File: src/rtl/pipe_hazard_ctrl.sv
// pipe_hazard_ctrl: stall/flush/bubble control for a 5-stage pipeline with multi-cycle EX ops.
// Ports:
//   clk, rst_n        - clock, synchronous active-low reset
//   id_rs, id_rt      - ID source registers; id_uses_rt qualifies id_rt
//   ex_mem_read       - EX holds a load writing ex_rt
//   id_branch_taken   - taken branch resolved in ID
//   id_mc_start       - ID instruction is a multi-cycle op
//   mem_wait          - data memory not ready, freezes the pipe
//   pc_hold, ifid_hold, if_flush, idex_bubble - pipeline register controls
//   busy              - a multi-cycle op is occupying EX
//   stall_cnt         - stall-cycle counter (only with PIPE_HAZARD_PERF_EN, else 0)
// Optional feature macro: PIPE_HAZARD_PERF_EN
module pipe_hazard_ctrl #(
    parameter int MC_LAT = 4,
    parameter int RW     = 5
) (
    input  logic          clk,
    input  logic          rst_n,
    input  logic [RW-1:0] id_rs,
    input  logic [RW-1:0] id_rt,
    input  logic          id_uses_rt,
    input  logic          ex_mem_read,
    input  logic [RW-1:0] ex_rt,
    input  logic          id_branch_taken,
    input  logic          id_mc_start,
    input  logic          mem_wait,
    output logic          pc_hold,
    output logic          ifid_hold,
    output logic          if_flush,
    output logic          idex_bubble,
    output logic          busy,
    output logic [31:0]   stall_cnt
);
    typedef enum logic {RUN, MC_WAIT} state_t;
    localparam logic [3:0] MC_INIT = 4'(MC_LAT - 1);
    state_t     state_q, state_d;
    logic [3:0] mc_cnt_q, mc_cnt_d;
    logic       load_use, in_mc;
    assign load_use = ex_mem_read & (ex_rt != '0) &
                      ((ex_rt == id_rs) | (id_uses_rt & (ex_rt == id_rt)));
    assign in_mc    = (state_q == MC_WAIT);
    // Outputs are masked by rst_n so nothing leaks out while reset is held.
    assign pc_hold     = rst_n & (mem_wait | in_mc | load_use);
    assign ifid_hold   = pc_hold;
    assign idex_bubble = rst_n & ~mem_wait & (in_mc | load_use);
    // An issuing multi-cycle op outranks a taken branch, so it suppresses the flush.
    assign if_flush    = rst_n & ~mem_wait & ~in_mc & ~load_use & ~id_mc_start & id_branch_taken;
    assign busy        = rst_n & in_mc;
    always_comb begin
        state_d  = state_q;
        mc_cnt_d = mc_cnt_q;
        if (!rst_n) begin
            state_d  = RUN;
            mc_cnt_d = '0;
        end else if (!mem_wait) begin
            if (in_mc) begin
                mc_cnt_d = mc_cnt_q - 4'd1;
                state_d  = (mc_cnt_q == 4'd1) ? RUN : MC_WAIT;
            end else if (!load_use && id_mc_start) begin
                state_d  = MC_WAIT;
                mc_cnt_d = MC_INIT;
            end
        end
    end
    always_ff @(posedge clk) begin
        state_q  <= state_d;
        mc_cnt_q <= mc_cnt_d;
    end
`ifdef PIPE_HAZARD_PERF_EN
    logic [31:0] stall_q;
    always_ff @(posedge clk) begin
        if (!rst_n)
            stall_q <= '0;
        else if (pc_hold && stall_q != 32'hFFFF_FFFF)
            stall_q <= stall_q + 32'd1;
    end
    assign stall_cnt = stall_q;
`else
    assign stall_cnt = '0;
`endif
endmodule
File: config.mk
export PLATFORM = sky130hd
export DESIGN_NAME = pipe_hazard_ctrl
export DESIGN_NICKNAME = d
export VERILOG_FILES = /design/src/rtl/pipe_hazard_ctrl.sv
export SDC_FILE = /design/constraint.sdc
export NUM_CORES = 1
export LEC_CHECK = 0
export CORE_MARGIN = 2
export CORE_UTILIZATION = 35
export DETAILED_ROUTE_END_ITERATION = 16
export PLACE_DENSITY = 0.88
export REMOVE_ABC_BUFFERS = 1
export SYNTH_ARGS = -nofsm -noshare
export SYNTH_HDL_FRONTEND = slang
export SYNTH_SLANG_ARGS = --single-unit
File: constraint.sdc
create_clock -name clk -period 3.37 [get_ports clk]
set_clock_uncertainty 0.1 [all_clocks]
set_input_delay 0.337 -clock clk [delete_from_list [all_inputs] [get_ports clk]]
set_output_delay 0.337 -clock clk [all_outputs]
set_load 0.01 [all_outputs]
==> impl_metrics.json, run 1 <==
{
  "ys_seq_area_frac": 0.1333,
  "setup_viol": 0,
  "cts.path.max_buffers": 2,
  "synth.distinct_cells": 32,
  "critPathSlowestCell": "clkdlybuf4s50_1",
  "grt_max_degree": 13,
  "power_density_nw_per_um2": 254.0,
  "timing.critical_path.mode_cell": "clkdlybuf4s50_1",
  "dr_total_vias": 655,
  "mostFrequentLayoutCells": "conb_1 (32), clkdlybuf4s50_1 (26), xnor2_1 (10)",
  "clk_latency_ns": 0.24,
  "hp-class": "reg -> reg",
  "drv_slew": 0,
  "min_period_over_period": 0.8554,
  "status": "complete, no violations",
  "cp.arrival_ns": 2.45,
  "antenna_cells": 0,
  "path_cells": "clkdlybuf4s50_1 > xnor2_1 > nand3_1 > o22ai_2 > nand2_2 > a21boi_0 > clkdlybuf4s50_1",
  "ant_nets": 0,
  "overflow": 0,
  "regArea_um2": 100.1,
  "wirelength_mm": 1.668,
  "antenna_found_initial": 0,
  "dpl_cell_area_um2": 905.9,
  "ys_ff_latch": 5,
  "vias_per_cell": 4.396,
  "cts.sinks": 5,
  "hold_buffers": 0,
  "nets": 147,
  "drt_pass1_iterations": 4,
  "grt_pass1_vias": 559,
  "core_area_um2": 2002,
  "drive_above_1_share": 0.04918,
  "crit_type": "in -> out",
  "rsz0062_at_grt": "no",
  "cts_tree": "done",
  "yosys_warnings": 0,
  "r2r_start": "mc_cnt_q[0]",
  "hp-start": "mc_cnt_q[1]",
  "leakage_nw": 0.3861,
  "synth_area_um2": 750.7,
  "drt-initial-drc-count": 6,
  "cts.clk_slew.worst_paths_ns": 0.04,
  "path_delay_family": "buffers and inverters",
  "fp-row-count": 16,
  "holdWs_ns": 0.4726,
  "htree_levels": 1,
  "avgRoutedWirePerCell_um": 11.19,
  "post_cts_buffers": 0,
  "highest_layer": "met3",
  "cts_buffers": 3,
  "worstSetupEndpointType": "output pin",
  "area_delta_synth_final_pct": 24.17,
  "dpl.hpwl_mm": 1.378,
  "path_buf_inv": 2,
  "final_cell_area_um2": 932.1,
  "fmax_mhz": 346.9,
  "required_ns": 2.93,
  "fin_crit_ns": 2.883,
  "wl_met2_um": 855,
  "layout_commonest_cell": "conb_1",
  "die_area_um2": 2532,
  "grt_pass1_wl_mm": 2.456,
  "power.total_mw": 0.2368,
  "wl_met1_um": 583,
  "root_buffer": "clkbuf_4",
  "die_x_um": 50.32,
  "startpoint_type": "primary input",
  "route.met3.wl_um": 229,
  "crit_path_start": "ex_rt[4]",
  "die_y_um": 50.32,
  "portBuffers": 26,
  "netlist_instances": 96,
  "ioPinCount": 59,
  "nFillCells": 202,
  "syn_area_per_cell_um2": 7.820,
  "max-vdd-ir-drop_mv": 0.1632,
  "dp_cells": 145,
  "hold_violations": 0,
  "drcViolationCount": 0,
  "initial_utilization": 0.3750,
  "finalSetupTns_ns": 0,
  "worst-path-max-fanout": 5,
  "track_usage": 0.1217,
  "ctsResizeCount": 0,
  "place.gp.congestion": 0.7124,
  "cap_violations": 0,
  "post_layout_nonfiller_instances": 149,
  "max_stage_delay_ns": 0.61,
  "multi_input_area_um2": 504.2
}
-- power by group --
group,switching (mW),internal (mW)
combinational,0.0491,0.0500
clock,0.0218,0.0446
sequential,0.00714,0.0642
total,0.0780,0.159
-- flip-flops by register name, summed over array words and instances (netlist names) --
| name | count |
|---|---|
| mc_cnt_q | 4 |
| in_mc | 1 |
-- area by class of cell --
type	count	area share
well taps	27	0.03624
inverters	2	0.008054
multi-input cells	85	0.5409
clock buffers	4	0.02819
flip-flops and latches	5	0.1074
repair buffers	26	0.2792
-- synthesized netlist by cell type, drive strengths merged --
| master | n | share of area |
|---|---|---|
| nor3b | 1 | 0.010 |
| o21ai | 6 | 0.040 |
| o31a | 1 | 0.012 |
| a41o | 1 | 0.013 |
| o311a | 2 | 0.027 |
| mux2i | 1 | 0.013 |
| and4 | 1 | 0.012 |
| nor2b | 5 | 0.042 |
| or4b | 1 | 0.013 |
| ha | 2 | 0.033 |
| o22ai | 1 | 0.017 |
| buf | 33 | 0.33 |
| o21a | 1 | 0.010 |
| clkbuf | 2 | 0.010 |
| nand2 | 7 | 0.038 |
| nor2 | 1 | 0.0050 |
| nand3 | 1 | 0.0067 |
| and3 | 1 | 0.0083 |
| dfxtp | 5 | 0.13 |
| a21boi | 2 | 0.025 |
| a22oi | 3 | 0.030 |
| nand4 | 1 | 0.0083 |
| inv | 2 | 0.010 |
| conb | 1 | 0.0050 |
| or4 | 1 | 0.010 |
| xnor2 | 10 | 0.12 |
| nor3 | 1 | 0.0067 |
| and2 | 1 | 0.0083 |
| a21oi | 1 | 0.0067 |
-- metrics by stage --
| step | setup slack (ns) | util |
|---|---|---|
| after floorplan | 1.532 | - |
| after global placement | 0.5700 | 0.4525 |
| after detailed placement | 0.5324 | 0.4525 |
| after CTS | 0.5262 | 0.4656 |
| after global routing | 0.3819 | 0.4656 |
| final | 0.4873 | 0.4656 |
-- routing by layer --
layer,vias up,global-route usage
li1,313,-
met1,306,0.1137
met2,36,0.2368
met3,0,0.05655
met4,0,0.02703
met5,-,0
-- cells by family (layout without fill, tap and decap cells) --
logic type	count (synthesis)	after routing	share of synthesized area
buffers and inverters	37	32	0.3500
and+or+nand+nor	22	22	0.1683
AOI/OAI and AO/OA	18	18	0.1800
xor gates and xnor gates	10	10	0.1167
DFF	5	5	0.1333
adders and majority gates	2	2	0.03333
other	1	32	0.004995
muxes	1	1	0.01333
-- final timing paths --
kind	to	slack, ns	cells after the start
setup / recovery	ifid_hold	0.49	7
hold / removal	mc_cnt_q[1]	0.47	1
setup reg to reg	in_mc	1.73	4
hold reg to reg	mc_cnt_q[1]	0.47	1
(Power assumes the default switching activity.)
==> inputs of run 2 (changes only) <==
CAP_MARGIN = 20   (was default)
==> results of run 2 <==
The final DEF is identical to that of run 1; final timing and power are the same.
